[config.mk]
export PLATFORM = sky130hd
export DESIGN_NAME = hazard_stall_controller_flat
export DESIGN_NICKNAME = d
export VERILOG_FILES = /design/src/rtl/hazard_stall_controller_if.sv /design/src/rtl/hazard_stall_controller.sv /design/src/flat_wrapper.sv
export SDC_FILE = /design/constraint.sdc
export NUM_CORES = 1
export LEC_CHECK = 0
export BUFFER_PORTS_ARGS = -buffer_cell sky130_fd_sc_hd__buf_2
export CAP_MARGIN = 10
export CELL_PAD_IN_SITES_DETAIL_PLACEMENT = 1
export CELL_PAD_IN_SITES_GLOBAL_PLACEMENT = 1
export CORE_MARGIN = 4
export CORE_UTILIZATION = 37
export DETAILED_ROUTE_END_ITERATION = 10
export PLACE_DENSITY_LB_ADDON = 0.12
export SLEW_MARGIN = 20
export SYNTH_ARGS = -nofsm -noshare
export SYNTH_HDL_FRONTEND = slang
export SYNTH_SLANG_ARGS = --single-unit
[constraint.sdc]
create_clock -name clk -period 5.4 [get_ports clk]
set_clock_uncertainty 0.2 [all_clocks]
set_input_delay 0.81 -clock clk [delete_from_list [all_inputs] [get_ports clk]]
set_output_delay 0.81 -clock clk [all_outputs]
set_load 0.02 [all_outputs]
[src/rtl/hazard_stall_controller_if.sv]
// Hazard-information and pipeline-control bundle between the pipeline
// datapath (slave side) and the stall/flush sequencer (master side).
interface hazard_stall_controller_if #(
    parameter int REG_W = 3,
    parameter int CNT_W = 16
);
    logic [REG_W-1:0] src1_ID_RF;
    logic [REG_W-1:0] src2_ID_RF;
    logic             use1_ID_RF;
    logic             use2_ID_RF;
    logic [REG_W-1:0] dest_RF_EX;
    logic [REG_W-1:0] dest_EX_M;
    logic             wb_RF_EX;
    logic             wb_EX_M;
    logic             mem_rd_RF_EX;
    logic             mem_rd_EX_M;
    logic             mul_RF_EX;
    logic             branch_taken_EX;
    logic             mem_busy;

    logic             pc_en;
    logic             en_IF_ID;
    logic             en_ID_RF;
    logic             en_RF_EX;
    logic             en_EX_M;
    logic             en_M_WB;
    logic             flush_IF_ID;
    logic             flush_ID_RF;
    logic             flush_RF_EX;
    logic             bubble_EX_M;
    logic             mul_busy;
    logic [CNT_W-1:0] stall_cycles;

    modport master (
        input  src1_ID_RF, src2_ID_RF, use1_ID_RF, use2_ID_RF,
        input  dest_RF_EX, dest_EX_M, wb_RF_EX, wb_EX_M,
        input  mem_rd_RF_EX, mem_rd_EX_M, mul_RF_EX, branch_taken_EX, mem_busy,
        output pc_en, en_IF_ID, en_ID_RF, en_RF_EX, en_EX_M, en_M_WB,
        output flush_IF_ID, flush_ID_RF, flush_RF_EX, bubble_EX_M,
        output mul_busy, stall_cycles
    );

    modport slave (
        output src1_ID_RF, src2_ID_RF, use1_ID_RF, use2_ID_RF,
        output dest_RF_EX, dest_EX_M, wb_RF_EX, wb_EX_M,
        output mem_rd_RF_EX, mem_rd_EX_M, mul_RF_EX, branch_taken_EX, mem_busy,
        input  pc_en, en_IF_ID, en_ID_RF, en_RF_EX, en_EX_M, en_M_WB,
        input  flush_IF_ID, flush_ID_RF, flush_RF_EX, bubble_EX_M,
        input  mul_busy, stall_cycles
    );
endinterface

[src/rtl/hazard_stall_controller.sv]
// Stall/flush sequencer for the 6-stage pipe: load-use bubbles, multi-cycle
// multiply occupancy of EX, taken-branch flushes and memory-wait freezes.
module hazard_stall_controller #(
    parameter int REG_W   = 3,
    parameter int MUL_LAT = 3,
    parameter int CNT_W   = 16
) (
    input  logic                      clk,
    input  logic                      rst,
    hazard_stall_controller_if.master bus
);
    typedef enum logic {RUN, MUL_BUSY} state_t;

    localparam int MC_W    = (MUL_LAT > 3) ? $clog2(MUL_LAT - 1) : 1;
    localparam int MC_INIT = (MUL_LAT >= 2) ? (MUL_LAT - 2) : 0;
    localparam logic [MC_W-1:0] MC_LOAD = MC_W'(MC_INIT);
    localparam bit MUL_STALLS = (MUL_LAT >= 2);

    state_t           state_q, state_d;
    logic [MC_W-1:0]  mcnt_q, mcnt_d;
    logic [CNT_W-1:0] cnt_q;

    logic [REG_W-1:0] s1, s2, d_ex, d_m;
    logic             ld_ex, ld_m, load_use, mul_start;

    logic pc_en, en_if_id, en_id_rf, en_rf_ex, en_ex_m, en_m_wb;
    logic fl_if_id, fl_id_rf, fl_rf_ex, bub_ex_m;

    assign s1    = bus.src1_ID_RF;
    assign s2    = bus.src2_ID_RF;
    assign d_ex  = bus.dest_RF_EX;
    assign d_m   = bus.dest_EX_M;
    assign ld_ex = bus.wb_RF_EX & bus.mem_rd_RF_EX;
    assign ld_m  = bus.wb_EX_M & bus.mem_rd_EX_M;

    // Register 0 is deliberately not special-cased.
    assign load_use =
        (bus.use1_ID_RF & ((ld_ex & (s1 == d_ex)) | (ld_m & (s1 == d_m)))) |
        (bus.use2_ID_RF & ((ld_ex & (s2 == d_ex)) | (ld_m & (s2 == d_m))));

    assign mul_start = (state_q == RUN) & bus.mul_RF_EX & MUL_STALLS;

    always_ff @(posedge clk or posedge rst) begin
        if (rst) begin
            state_q <= RUN;
            mcnt_q  <= '0;
            cnt_q   <= '0;
        end else begin
            state_q <= state_d;
            mcnt_q  <= mcnt_d;
            if (!pc_en && (cnt_q != '1))
                cnt_q <= cnt_q + 1'b1;
        end
    end

    always_comb begin
        state_d  = state_q;
        mcnt_d   = mcnt_q;
        pc_en    = 1'b1;
        en_if_id = 1'b1;
        en_id_rf = 1'b1;
        en_rf_ex = 1'b1;
        en_ex_m  = 1'b1;
        en_m_wb  = 1'b1;
        fl_if_id = 1'b0;
        fl_id_rf = 1'b0;
        fl_rf_ex = 1'b0;
        bub_ex_m = 1'b0;

        if (rst) begin
            pc_en    = 1'b0;
            en_if_id = 1'b0;
            en_id_rf = 1'b0;
            en_rf_ex = 1'b0;
            en_ex_m  = 1'b0;
            en_m_wb  = 1'b0;
            fl_if_id = 1'b1;
            fl_id_rf = 1'b1;
            fl_rf_ex = 1'b1;
            bub_ex_m = 1'b1;
        end else if (bus.mem_busy) begin
            pc_en    = 1'b0;
            en_if_id = 1'b0;
            en_id_rf = 1'b0;
            en_rf_ex = 1'b0;
            en_ex_m  = 1'b0;
            en_m_wb  = 1'b0;
        end else if (state_q == MUL_BUSY) begin
            if (mcnt_q != '0) begin
                pc_en    = 1'b0;
                en_if_id = 1'b0;
                en_id_rf = 1'b0;
                en_rf_ex = 1'b0;
                bub_ex_m = 1'b1;
                mcnt_d   = mcnt_q - 1'b1;
            end else begin
                // Release: the product is captured into EX_M this cycle.
                state_d = RUN;
                if (load_use) begin
                    pc_en    = 1'b0;
                    en_if_id = 1'b0;
                    en_id_rf = 1'b0;
                    fl_rf_ex = 1'b1;
                end
            end
        end else if (mul_start) begin
            pc_en    = 1'b0;
            en_if_id = 1'b0;
            en_id_rf = 1'b0;
            en_rf_ex = 1'b0;
            bub_ex_m = 1'b1;
            mcnt_d   = MC_LOAD;
            state_d  = MUL_BUSY;
        end else if (bus.branch_taken_EX) begin
            fl_if_id = 1'b1;
            fl_id_rf = 1'b1;
            fl_rf_ex = 1'b1;
        end else if (load_use) begin
            pc_en    = 1'b0;
            en_if_id = 1'b0;
            en_id_rf = 1'b0;
            fl_rf_ex = 1'b1;
        end
    end

    assign bus.pc_en        = pc_en;
    assign bus.en_IF_ID     = en_if_id;
    assign bus.en_ID_RF     = en_id_rf;
    assign bus.en_RF_EX     = en_rf_ex;
    assign bus.en_EX_M      = en_ex_m;
    assign bus.en_M_WB      = en_m_wb;
    assign bus.flush_IF_ID  = fl_if_id;
    assign bus.flush_ID_RF  = fl_id_rf;
    assign bus.flush_RF_EX  = fl_rf_ex;
    assign bus.bubble_EX_M  = bub_ex_m;
    assign bus.mul_busy     = (state_q == MUL_BUSY);
    assign bus.stall_cycles = cnt_q;
endmodule
[src/flat_wrapper.sv]
// flat-port wrapper written by rule: the top's interface ports become plain ports
module hazard_stall_controller_flat 
#(
    parameter int REG_W   = 3,
    parameter int MUL_LAT = 3,
    parameter int CNT_W   = 16
)
  (clk, rst, bus_src1_ID_RF, bus_src2_ID_RF, bus_use1_ID_RF, bus_use2_ID_RF, bus_dest_RF_EX, bus_dest_EX_M, bus_wb_RF_EX, bus_wb_EX_M, bus_mem_rd_RF_EX, bus_mem_rd_EX_M, bus_mul_RF_EX, bus_branch_taken_EX, bus_mem_busy, bus_pc_en, bus_en_IF_ID, bus_en_ID_RF, bus_en_RF_EX, bus_en_EX_M, bus_en_M_WB, bus_flush_IF_ID, bus_flush_ID_RF, bus_flush_RF_EX, bus_bubble_EX_M, bus_mul_busy, bus_stall_cycles);
  hazard_stall_controller_if #(.REG_W(REG_W), .CNT_W(CNT_W)) bus_i ();
  input  logic clk;
  input  logic rst;
  input wire logic [$bits(bus_i.src1_ID_RF)-1:0] bus_src1_ID_RF;
  input wire logic [$bits(bus_i.src2_ID_RF)-1:0] bus_src2_ID_RF;
  input wire logic [$bits(bus_i.use1_ID_RF)-1:0] bus_use1_ID_RF;
  input wire logic [$bits(bus_i.use2_ID_RF)-1:0] bus_use2_ID_RF;
  input wire logic [$bits(bus_i.dest_RF_EX)-1:0] bus_dest_RF_EX;
  input wire logic [$bits(bus_i.dest_EX_M)-1:0] bus_dest_EX_M;
  input wire logic [$bits(bus_i.wb_RF_EX)-1:0] bus_wb_RF_EX;
  input wire logic [$bits(bus_i.wb_EX_M)-1:0] bus_wb_EX_M;
  input wire logic [$bits(bus_i.mem_rd_RF_EX)-1:0] bus_mem_rd_RF_EX;
  input wire logic [$bits(bus_i.mem_rd_EX_M)-1:0] bus_mem_rd_EX_M;
  input wire logic [$bits(bus_i.mul_RF_EX)-1:0] bus_mul_RF_EX;
  input wire logic [$bits(bus_i.branch_taken_EX)-1:0] bus_branch_taken_EX;
  input wire logic [$bits(bus_i.mem_busy)-1:0] bus_mem_busy;
  output wire logic [$bits(bus_i.pc_en)-1:0] bus_pc_en;
  output wire logic [$bits(bus_i.en_IF_ID)-1:0] bus_en_IF_ID;
  output wire logic [$bits(bus_i.en_ID_RF)-1:0] bus_en_ID_RF;
  output wire logic [$bits(bus_i.en_RF_EX)-1:0] bus_en_RF_EX;
  output wire logic [$bits(bus_i.en_EX_M)-1:0] bus_en_EX_M;
  output wire logic [$bits(bus_i.en_M_WB)-1:0] bus_en_M_WB;
  output wire logic [$bits(bus_i.flush_IF_ID)-1:0] bus_flush_IF_ID;
  output wire logic [$bits(bus_i.flush_ID_RF)-1:0] bus_flush_ID_RF;
  output wire logic [$bits(bus_i.flush_RF_EX)-1:0] bus_flush_RF_EX;
  output wire logic [$bits(bus_i.bubble_EX_M)-1:0] bus_bubble_EX_M;
  output wire logic [$bits(bus_i.mul_busy)-1:0] bus_mul_busy;
  output wire logic [$bits(bus_i.stall_cycles)-1:0] bus_stall_cycles;
  assign bus_i.src1_ID_RF = bus_src1_ID_RF;
  assign bus_i.src2_ID_RF = bus_src2_ID_RF;
  assign bus_i.use1_ID_RF = bus_use1_ID_RF;
  assign bus_i.use2_ID_RF = bus_use2_ID_RF;
  assign bus_i.dest_RF_EX = bus_dest_RF_EX;
  assign bus_i.dest_EX_M = bus_dest_EX_M;
  assign bus_i.wb_RF_EX = bus_wb_RF_EX;
  assign bus_i.wb_EX_M = bus_wb_EX_M;
  assign bus_i.mem_rd_RF_EX = bus_mem_rd_RF_EX;
  assign bus_i.mem_rd_EX_M = bus_mem_rd_EX_M;
  assign bus_i.mul_RF_EX = bus_mul_RF_EX;
  assign bus_i.branch_taken_EX = bus_branch_taken_EX;
  assign bus_i.mem_busy = bus_mem_busy;
  assign bus_pc_en = bus_i.pc_en;
  assign bus_en_IF_ID = bus_i.en_IF_ID;
  assign bus_en_ID_RF = bus_i.en_ID_RF;
  assign bus_en_RF_EX = bus_i.en_RF_EX;
  assign bus_en_EX_M = bus_i.en_EX_M;
  assign bus_en_M_WB = bus_i.en_M_WB;
  assign bus_flush_IF_ID = bus_i.flush_IF_ID;
  assign bus_flush_ID_RF = bus_i.flush_ID_RF;
  assign bus_flush_RF_EX = bus_i.flush_RF_EX;
  assign bus_bubble_EX_M = bus_i.bubble_EX_M;
  assign bus_mul_busy = bus_i.mul_busy;
  assign bus_stall_cycles = bus_i.stall_cycles;
  hazard_stall_controller #(.REG_W(REG_W), .MUL_LAT(MUL_LAT), .CNT_W(CNT_W)) u_core (.clk(clk), .rst(rst), .bus(bus_i));
endmodule
## After elaboration in Yosys (flattened, before gate mapping)

Index checks and enable logic that the tools add are counted.
W data, S select, Z words.

- Logic and storage cells: 64
- Register bits: 18
- Output and inout bits: 27

- Reduce and logical (&&, ||, !) cells: 5
- Bitwise operators: 15
- Mux-type cells: 34
- Add/subtract/negate cells: 2
- Equality and inequality tests: 5

Operator list:

| operator | count |
|---|---|
| $mux W1 | 34 |
| $add A16 B1 Y16 const B | 1 |
| $ne A16 B16 Y1 const B | 1 |
| $eq A3 B3 Y1 | 4 |
| $and A1 B1 Y1 | 9 |
| $not A1 Y1 | 3 |
| $or A1 B1 Y1 | 3 |
| $reduce_and A3 Y1 | 1 |
| $reduce_and A2 Y1 | 1 |
| $reduce_bool A2 Y1 | 1 |
| $logic_and A1 B1 Y1 | 1 |
| $logic_not A1 Y1 | 1 |
| $sub A1 B1 Y1 const B | 1 |

## Logic depth before layout (Yosys ltp)

Gate-level depths: netlist (run 1).

- Word-level depth: 13
- Depth in mapped cells: 8
- Gate-level depth less buffers: 7

## Worst setup path before layout (run 1)

OpenSTA, ideal clock, no wires.

- Path type: in2out
- From: input bus_mul_RF_EX
- To: output bus_en_IF_ID
- Stages: 4
- Setup slack: 2338 ps
- Buffers on the path: 1
- Arrival: 2052 ps
- Path through: mux2_2 nor3_2 and2_1 buf_4

- Word-level cells in the longest chain between the ends: 5

Ends and longest elaborated chain:

| item | line | text |
|---|---|---|
| from (decl) | flat_wrapper.sv:22 | `input wire logic [$bits(bus_i.mul_RF_EX)-1:0] bus_mul_RF_EX;` |
| $and A1 B1 Y1 | hazard_stall_controller.sv:41 | `assign mul_start = (state_q == RUN) & bus.mul_RF_EX & MUL_STALLS;` |
| $mux W1 (4 in series) | n/a |  |
| to (decl) | flat_wrapper.sv:26 | `output wire logic [$bits(bus_i.en_IF_ID)-1:0] bus_en_IF_ID;` |

No other way between the ends.

## Final worst setup path (run 1)

- From: input bus_dest_RF_EX[2]
- To: output bus_flush_RF_EX

- Word-level cells in the longest chain between the ends: 11

Ends and longest elaborated chain:

| item | line | text |
|---|---|---|
| from (decl) | flat_wrapper.sv:16 | `input wire logic [$bits(bus_i.dest_RF_EX)-1:0] bus_dest_RF_EX;` |
| $eq A3 B3 Y1 (on tied branches) | hazard_stall_controller.sv:38, hazard_stall_controller.sv:39 |  |
| $and A1 B1 Y1 (on tied branches) | hazard_stall_controller.sv:38, hazard_stall_controller.sv:39 |  |
| $or A1 B1 Y1 (on tied branches) | hazard_stall_controller.sv:38, hazard_stall_controller.sv:39 |  |
| $and A1 B1 Y1 (on tied branches) | hazard_stall_controller.sv:38, hazard_stall_controller.sv:39 |  |
| $or A1 B1 Y1 (*) | hazard_stall_controller.sv:38 | `(bus.use1_ID_RF & ((ld_ex & (s1 == d_ex)) \| (ld_m & (s1 == d_m)))) \|` |
| $mux W1 (*) | hazard_stall_controller.sv:99, hazard_stall_controller.sv:118 |  |
| $mux W1 | hazard_stall_controller.sv:114 | `end else if (bus.branch_taken_EX) begin` |
| $mux W1 | hazard_stall_controller.sv:106 | `end else if (mul_start) begin` |
| $mux W1 (*) | hazard_stall_controller.sv:88 | `end else if (state_q == MUL_BUSY) begin` |
| $mux W1 (*) | hazard_stall_controller.sv:81 | `end else if (bus.mem_busy) begin` |
| $mux W1 (*) | hazard_stall_controller.sv:70 | `if (rst) begin` |
| to (decl) | flat_wrapper.sv:33 | `output wire logic [$bits(bus_i.flush_RF_EX)-1:0] bus_flush_RF_EX;` |

Every way passes the cells marked *; elsewhere a longest branch is shown, timed or not.

==> impl_metrics.yaml, run 1 <==
run_status:
  status: "finished, final reports clean"
cts:
  cts_tree: "yes"
  clock-sinks: 18
  cts_buffers: 3
  cts_hold_buf: 0
  clockRootBuffer: "clkbuf_4"
  cts_setup_buffers: 0
  path_clk_slew_ns: 0.11
  post_cts_resized: 0
  clock_path_buffers: 2
  clk_latency_ns: 0.29
  h-tree-depth: 1
run:
  cap_viol_max_count: 0
power:
  p_per_area_nw_per_um2: 344
  p_comb_frac: 0.389
  clockPowerShare: 0.179
  ir_worst_vdd_mv: 0.149
  p_leak_nw: 0.671
  switching_power_mw: 0.188
  p_int_mw: 0.284
  seq_power_share: 0.432
  swShare: 0.398
synthesis:
  ys_async_sr_fraction: 1.00
  ys_ff_latch: 18
  synthDistinctLibCells: 28
  syn_inst: 102
  syn_area_per_cell_um2: 10.8
  yosys_warnings: 0
  synth_top_cell_area_share: 0.410
  synthTopCellsByArea: "dfrtp_1 41%, xnor2_1 11%, xor2_1 10%, nand3_2 5.5%, nand4_1 2.9%"
  synth_edf_count: 0
  ys.flop_type: "dfrtp_1"
  synth_nets: 126
  synth_area_um2: 1100
  seq_area_frac_synth: 0.410
  synth_top_area_cell: "dfrtp_1"
worst_setup_path:
  worstSetupEndpointType: "primary output"
  crit-reg2reg-launch: "u_core.bus.stall_cycles[0]"
  cp-startpoint: "bus_dest_RF_EX[2]"
  crit_path_start_kind: "primary input"
  cp_max_fo: 2
  cp_data_arrival_time_ns: 2.05
  critPathRequiredTime_ns: 4.39
  critPathKind: "in2out"
  rr_worst_depth: 5
grt:
  grt_pass1_wl_mm: 4.54
  grt_pass1_vias: 1018
  antenna_found_initial: 0
  gr-usage-all-layers: 0.143
  grt_max_degree: 22
  overflow: 0
timing:
  worstMarginPinSlew_ns: 0.755
  fmax_mhz: 327
  fin_crit_ns: 3.06
  slew_headroom: 0.496
  report.final.setup_viol: 0
  timing.setup.tns_ns: 0
  drv_slew: 0
  period_share: 0.566
  rsz0062_at_grt: "false"
  finalHoldViolCount: 0
layout:
  area_delta_synth_final_pct: 25.1
  drive_above_1_share: 0.433
  fin_util: 0.489
  num_antenna_cells: 0
  final_net_count: 175
die:
  dieArea_um2: 3900
  fp.coreArea_um2: 2810
  die_x_um: 62.5
  die_y_um: 62.5
  initial_core_util: 0.391
  std_cell_rows: 19
  pin_count: 50
route:
  routed_wl_mm: 2.66
  drc: 0
  vias: 922
  drtPass1Iterations: 3
  avgRoutedWirePerCell_um: 14.7
  ant_nets: 0
  drt_iter0_drc: 35
  viasPerCell: 5.09
placed_design:
  routabilityCongestion: 0.748
  dp_hpwl_mm: 2.19
  portBuffers: 49
worst_hold_path:
  hold_path.class: "reg2reg"
  min_from: "u_core.bus.stall_cycles[7]"
  holdPathStages: 1
==> layout by cell type (no fill, tap or decap), drive strengths merged <==
master  instances
dfrtp          18
nand3           8
nor4            4
a32oi           1
and2b           1
nor3            1
xnor2          14
buf            49
nand2           6
nand4           5
clkbuf          4
ha              1
mux2i           1
o21ai           3
o31ai           1
mux2            2
and3            3
nor2            5
and2            2
o21a            2
xor2           13
inv             2
and4            1
a21oi           2
a211oi          1
==> area by class of cell <==
type | instances | area [um^2]
fillers | 331 | 1430
multi-input cells | 77 | 594
flip-flops and latches | 18 | 450
repair buffers | 49 | 245
well taps | 31 | 38.8
clock buffers | 4 | 36.3
inverters | 2 | 7.51
==> synthesized netlist by cell type, drive strengths merged, types with 2 or more instances <==
master	number
nor4	4
dfrtp	18
o21ai	3
o21a	2
and2	2
nand3	8
mux2	2
and3	3
nand2	6
buf	5
inv	2
a21oi	2
nor2	5
xor2	13
xnor2	14
nand4	5
==> critical path, cell delays in order <==
cell and delay [ns]:
buf_2 0.11, xor2_1 0.16, nor4_1 0.31, o21a_1 0.20
a211oi_1 0.06, o31ai_1 0.19, buf_2 0.20
==> stage by stage <==
stage                     std cells  hold WS (ns)  worst slack [ns]  total power, mW  cell area, um^2
after floorplan                 102         0.308              2.34            0.331             1100
after global placement          177         0.275              2.39            0.388             1340
after detailed placement        177         0.280              2.35            0.394             1340
after CTS                       181         0.299              2.34            0.480             1370
after global routing            181         0.317              2.18            0.508             1370
final                           181         0.293              2.34            0.473             1370
==> cell families (layout without fill, tap and decap cells) <==
kind of cell	Yosys count	in the layout	synth area share
flip-flops	18	18	0.410
multiplexers	3	3	0.0296
XOR/XNOR	27	27	0.216
buffers and inverters	7	55	0.0479
AND/OR/NAND/NOR	36	36	0.205
adder cells (fa/ha/maj)	1	1	0.0114
AO/OA/AOI/OAI	10	10	0.0798
==> per-layer routing <==
metal	share of wire	routed length, um	vias to the layer above	GRT usage
met5	0	0	-	0
met4	0.021	55	0	0.0579
met3	0.054	143	6	0.0288
met2	0.49	1310	33	0.252
met1	0.43	1140	433	0.168
li1	-	-	450	-
==> sequential cells by signal, summed over array words and instances (netlist names) <==
signal	cells
u_core.mcnt_q	1
u_core.bus.stall_cycles	16
u_core.bus.mul_busy	1
==> power by group through the flow <==
stage	sequential, mW	clock (mW)	combinational, mW
2_1_floorplan	0.237	0	0.0938
3_3_place_gp	0.205	0	0.183
3_5_place_dp	0.207	0	0.187
4_1_cts	0.205	0.0869	0.188
5_1_grt	0.212	0.0961	0.200
6_report	0.204	0.0844	0.184
==> final timing paths <==
| check | endpoint | slack (ns) |
|---|---|---|
| worst max-delay path | bus_flush_RF_EX | 2.34 |
| worst min-delay path | u_core.bus.stall_cycles[7] | 0.29 |
| worst max register to register | u_core.bus.stall_cycles[1] | 3.15 |
| worst min register to register | u_core.bus.stall_cycles[7] | 0.29 |
| max in group asynchronous | u_core.bus.stall_cycles[8] | 4.07 |
| min in group asynchronous | u_core.mcnt_q | 0.46 |
Power figures use the tool's default switching activity.
==> run 2, diff against run 1 <==
Settings changed: ABC_AREA from default to 1, CORE_UTILIZATION 37 to 33.
Clock period 5.4 ns to 2.9 ns, I/O delays scaled along.
==> run 2 against run 1 <==
Combinational power rose by 100%; sequential share of layout area fell by 6.4 points; count of clock-buffer cells in the layout fell by 1; die area increased by 37%; synthesized cell count rose by 110%; first-iteration DRC count increased by 8.6%; highest routed layer unchanged; design area up 24%; largest power group is now combinational cells; synthesized area up 28%; register-to-register slack lost 2.4 ns; sequential cell count did not move; worst setup slack worse by 1.7 ns; cell count rose by 73%.
==> impl_metrics.yaml, run 2 <==
route:
  drc: 0
  vias: 1452
  drtPass1Iterations: 4
  ant_nets: 0
  viasPerCell: 4.62
  routed_wl_mm: 3.84
  drt_iter0_drc: 38
  avgRoutedWirePerCell_um: 12.2
grt:
  gr-usage-all-layers: 0.153
  grt_pass1_vias: 1426
  grt_use_met2: 0.237
  grt_max_degree: 22
  antenna_found_initial: 0
  grt_pass1_wl_mm: 6.55
  busiest_layer: "met2"
  met1_usage: 0.224
  gr-usage-met3: 0.0220
  overflow: 0
worst_hold_path:
  hold_path.class: "in2async"
synthesis:
  synth_common_cells: "90 x nand2_1, 25 x nand3_1, 21 x inv_1"
  syn_area_per_cell_um2: 6.43
  synth_edf_count: 0
  ys.flop_type: "dfrtp_1"
  synth_area_um2: 1400
  ys_ff_latch: 18
  seq_area_frac_synth: 0.321
  yosys_warnings: 0
  synthTopCellsByArea: "dfrtp_1 32%, nand2_1 24%, nand3_1 8.9%, inv_1 5.6%, nor2_1 5.4%"
  synth_nets: 242
  synthDistinctLibCells: 20
  synth_top_area_cell: "dfrtp_1"
  syn_inst: 218
  synth_top_cell_area_share: 0.321
  yosysMostFrequentCell: "nand2_1"
  ys_async_sr_fraction: 1.00
die:
  fp.coreArea_um2: 4060
  dieArea_um2: 5360
  die_x_um: 73.2
  die_y_um: 73.2
  pin_count: 50
  initial_core_util: 0.346
  std_cell_rows: 23
worst_setup_path:
  cp_max_fo: 18
  worstSetupEndpointType: "primary output"
  cp_data_arrival_time_ns: 1.66
  crit_path_start_kind: "flop"
  critPathRequiredTime_ns: 2.27
  critPathKind: "reg2out"
  r2r_slack_ns: 0.75
power:
  p_per_area_nw_per_um2: 540
  power_mw: 0.922
  p_leak_nw: 1.03
  ir_worst_vdd_mv: 0.339
cts:
  path_clk_slew_ns: 0.07
  cts_hold_buf: 0
  cts_buffers: 3
  cts_setup_buffers: 0
  post_cts_resized: 0
  clk_latency_ns: 0.25
  clock-sinks: 18
  clock_path_buffers: 2
  clockRootBuffer: "clkbuf_8"
  h-tree-depth: 1
  cts_tree: "yes"
timing:
  slew_headroom: 0.772
  holdWs_ns: 0.0140
  drv_slew: 0
  fin_crit_ns: 2.30
  timing.setup.tns_ns: 0
  worstMarginPinSlew_ns: 0.340
  period_share: 0.793
  report.final.setup_viol: 0
  fmax_mhz: 435
  rsz0062_at_grt: "false"
  finalHoldViolCount: 0
layout:
  final_common_cell: "nand2_1"
  drive_above_1_share: 0.242
  largest_reg_flops: 16
  num_antenna_cells: 0
  seq_area_um2: 450
  fin_util: 0.421
  mostFrequentLayoutCells: "90 x nand2_1, 49 x buf_2, 25 x nand3_1"
  multi_input_area_um2: 807
  n_fill_cell: 574
  final_net_count: 290
  area_delta_synth_final_pct: 21.8
run:
  cap_viol_max_count: 0
placed_design:
  portBuffers: 49
  dp_hpwl_mm: 3.03
  routabilityCongestion: 0.844
run_status:
  status: "finished, final reports clean"
## run 2: cell types whose count changed in the layout (fill, tap and decap cells not counted), sizes merged, moves of 4 or more
cell   change
nand2     +87
inv       +23
nand3     +17
nand4      -4
xnor2      -8
nor4       -4
xor2       -5
nor2      +17
## run 2: final timing paths
check | start | to | depth (start not counted)
setup / recovery | u_core.bus.mul_busy | bus_en_IF_ID | 7
hold / removal | rst | u_core.mcnt_q | 3
setup reg to reg | u_core.bus.stall_cycles[0] | u_core.bus.stall_cycles[13] | 9
hold reg to reg | u_core.bus.mul_busy | u_core.mcnt_q | 1
max in group asynchronous | rst | u_core.bus.stall_cycles[6] | 3
min in group clk | u_core.bus.mul_busy | u_core.mcnt_q | 1
## run 2: worst max-delay path: stages, from the launching register on
cell     delay (ns)
dfrtp_1        0.37
inv_1          0.08
nand2_1        0.08
o21ai_0        0.11
nor2_1         0.27
nand2_4        0.21
inv_1          0.13
buf_2          0.17
## run 2: through the flow
| stage | setup slack [ns] | cell area, um^2 | cells |
|---|---|---|---|
| 5_1_grt | 0.440 | 1710 | 314 |
| 4_1_cts | 0.584 | 1710 | 314 |
| 2_1_floorplan | 0.294 | 1400 | 218 |
| 3_3_place_gp | 0.659 | 1670 | 311 |
| 3_5_place_dp | 0.636 | 1670 | 311 |
| 6_report | 0.601 | 1710 | 314 |
## run 2: cell type report
cell class / count / area share
timing repair buffer: 50 / 0.148
sequential: 18 / 0.264
multi-input combinational: 168 / 0.473
clock buffer: 3 / 0.0242
tap: 50 / 0.0366
inverter: 25 / 0.0549
## run 2: layer usage
layer / wire length [um] / vias to the layer above
li1: - / 760
met1: 1910 / 659
met3: 199 / 2
met2: 1710 / 31
met5: 0 / -
met4: 20 / 0
## run 2: kinds of logic after synthesis
group	after synthesis	synth area share
simple gates	145	0.450
buf+inv	32	0.103
flops	18	0.321
xor+xnor	14	0.0874
compound gates	8	0.0285
fa+ha+maj	1	0.00892
## run 2: power by group
part / total (mW) / internal (mW) / switching (mW)
clock network: 0.177 / 0.0923 / 0.0850
logic: 0.374 / 0.141 / 0.233
registers: 0.371 / 0.303 / 0.0674
==> run 3, diff against run 2 <==
Settings changed: CORE_UTILIZATION 33 to 30.
Clock period 2.9 ns to 2.1 ns, I/O delays scaled along.
==> run 3 against run 2 <==
Critical path depth grew 2; via count increased by 3.8%; combinational power is 70% higher; die area grew 8.9%; power up 52%; worst setup slack worse by 0.46 ns; core utilization shrank 0.34 points; clock power rose by 63%; worst hold slack gained 0.13 ns; sequential cell count is the same; cell count rose by 4.8%; critical path type is now reg2reg.
==> impl_metrics.yaml, run 3 (synthesis results as in run 2) <==
die:
  initial_core_util: 0.316
  die_x_um: 76.4
  fp.coreArea_um2: 4440
  die_y_um: 76.4
  pin_count: 50
  std_cell_rows: 24
  dieArea_um2: 5830
worst_setup_path:
  crit_path_start_kind: "flop"
  crit-reg2reg-launch: "u_core.bus.stall_cycles[0]"
  critPathKind: "reg2reg"
  cp_max_fo: 11
  critPathTopFamily: "simple AND/OR/NAND/NOR gates"
  cpPeakStageDelay_ns: 0.43
  worstSetupEndpointType: "flop"
  critPathBufInv: 2
  crit_path_frequent_cell: "nand3_1"
  cp-startpoint: "u_core.bus.stall_cycles[0]"
  critPathRequiredTime_ns: 2.05
  cp_data_arrival_time_ns: 1.90
  crit_chain: "ha_1, nand3_1, inv_2, nand2_2, nor3_4, nand4_4, buf_12, nand3_1, nand2_1"
  crit_path_top_delay_cell: "dfrtp_1"
run:
  cap_viol_max_count: 0
layout:
  drive_above_1_share: 0.296
  multi_input_area_um2: 832
  n_fill_cell: 614
  mostFrequentLayoutCells: "90 x nand2_1, 49 x buf_2, 24 x nand3_1"
  final_common_cell: "nand2_1"
  final_net_count: 302
  seq_area_um2: 452
  area_delta_synth_final_pct: 32.3
  num_antenna_cells: 0
  largest_reg_flops: 16
timing:
  finalHoldViolCount: 0
  report.final.setup_viol: 0
  slew_headroom: 0.762
  worstMarginPinSlew_ns: 0.354
  fmax_mhz: 510
  drv_slew: 0
  period_share: 0.933
  setup_ws_ns: 0.141
  timing.setup.tns_ns: 0
  rsz0062_at_grt: "false"
  fin_crit_ns: 1.96
route:
  drtPass1Iterations: 4
  vias: 1507
  viasPerCell: 4.58
  drc: 0
  ant_nets: 0
  drt_iter0_drc: 58
  routed_wl_mm: 4.04
  avgRoutedWirePerCell_um: 12.3
placed_design:
  portBuffers: 49
  routabilityCongestion: 0.767
  dp_hpwl_mm: 3.32
  pre_cts_slack_ns: 0.146
power:
  swShare: 0.397
  ir_worst_vdd_mv: 0.464
  seq_power_share: 0.340
  p_comb_frac: 0.454
  p_int_mw: 0.844
  p_leak_nw: 1.10
  p_per_area_nw_per_um2: 754
  switching_power_mw: 0.556
  clockPowerShare: 0.206
run_status:
  status: "finished, final reports clean"
grt:
  grt_max_degree: 19
  gr-usage-all-layers: 0.148
  grt_pass1_vias: 1535
  grt_pass1_wl_mm: 7.19
  antenna_found_initial: 0
  overflow: 0
cts:
  cts_buffers: 3
  path_clk_slew_ns: 0.07
  cts_tree: "yes"
  h-tree-depth: 1
  clockRootBuffer: "clkbuf_8"
  clock-sinks: 18
  clock_path_buffers: 2
  clk_latency_ns: 0.26
worst_hold_path:
  hold_path.class: "in2reg"
  min_from: "bus_mul_RF_EX"
[run 3: what timing repair did]
action	CTS	global route
buffers inserted	0	1
setup endpoints to repair	0	12
hold buffers	1	0
resized for setup	0	6
endpoints found under the hold margin	18	0
[run 3: worst register-to-register path, delay by kind of cell, from the launching register on]
family / cells / cell delay, ns
fa+ha+maj: 1 / 0.21
simple gates: 6 / 0.70
flops: 1 / 0.43
buf+inv: 2 / 0.29
[run 3: power by group through the flow]
stage                     Sequential, mW  Combinational, mW  Clock, mW
final                              0.477              0.635      0.288
after detailed placement           0.484              0.635          0
after global routing               0.493              0.717      0.317
after global placement             0.483              0.627          0
after floorplan                    0.581              0.295          0
after CTS                          0.479              0.637      0.302
[run 3: path summary, 6_finish.rpt]
| check | to | slack, ns | cells after the start |
|---|---|---|---|
| min reg2reg | u_core.mcnt_q | 0.29 | 1 |
| min | u_core.mcnt_q | 0.14 | 3 |
| max reg2reg | u_core.bus.stall_cycles[14] | 0.14 | 9 |
| min in group asynchronous | u_core.bus.stall_cycles[3] | 0.51 | 4 |
| max in group asynchronous | u_core.bus.mul_busy | 0.98 | 4 |
| max | u_core.bus.stall_cycles[14] | 0.14 | 9 |
[run 3: layout make-up]
type	count	area share
Clock buffer	4	0.0297
Multi-Input combinational cell	168	0.448
Timing Repair Buffer	62	0.193
Sequential cell	18	0.243
Tap cell	52	0.0351
Inverter	25	0.0506
[run 3: per-stage QoR]
step	hold WS (ns)	area, um^2	util	power [mW]	instances
2_1_floorplan	0.0711	1410	-	0.876	218
3_3_place_gp	0.229	1770	0.397	1.11	323
3_5_place_dp	0.245	1770	0.397	1.12	323
4_1_cts	0.139	1830	0.412	1.42	328
5_1_grt	0.167	1860	0.418	1.53	329
6_report	0.142	1860	0.418	1.40	329
[run 3: metal layers]
metal / GRT usage / routed length [um]
met3: 0.0414 / 241
met2: 0.224 / 1720
met5: 0 / 0
met1: 0.214 / 2070
met4: 0.0163 / 12
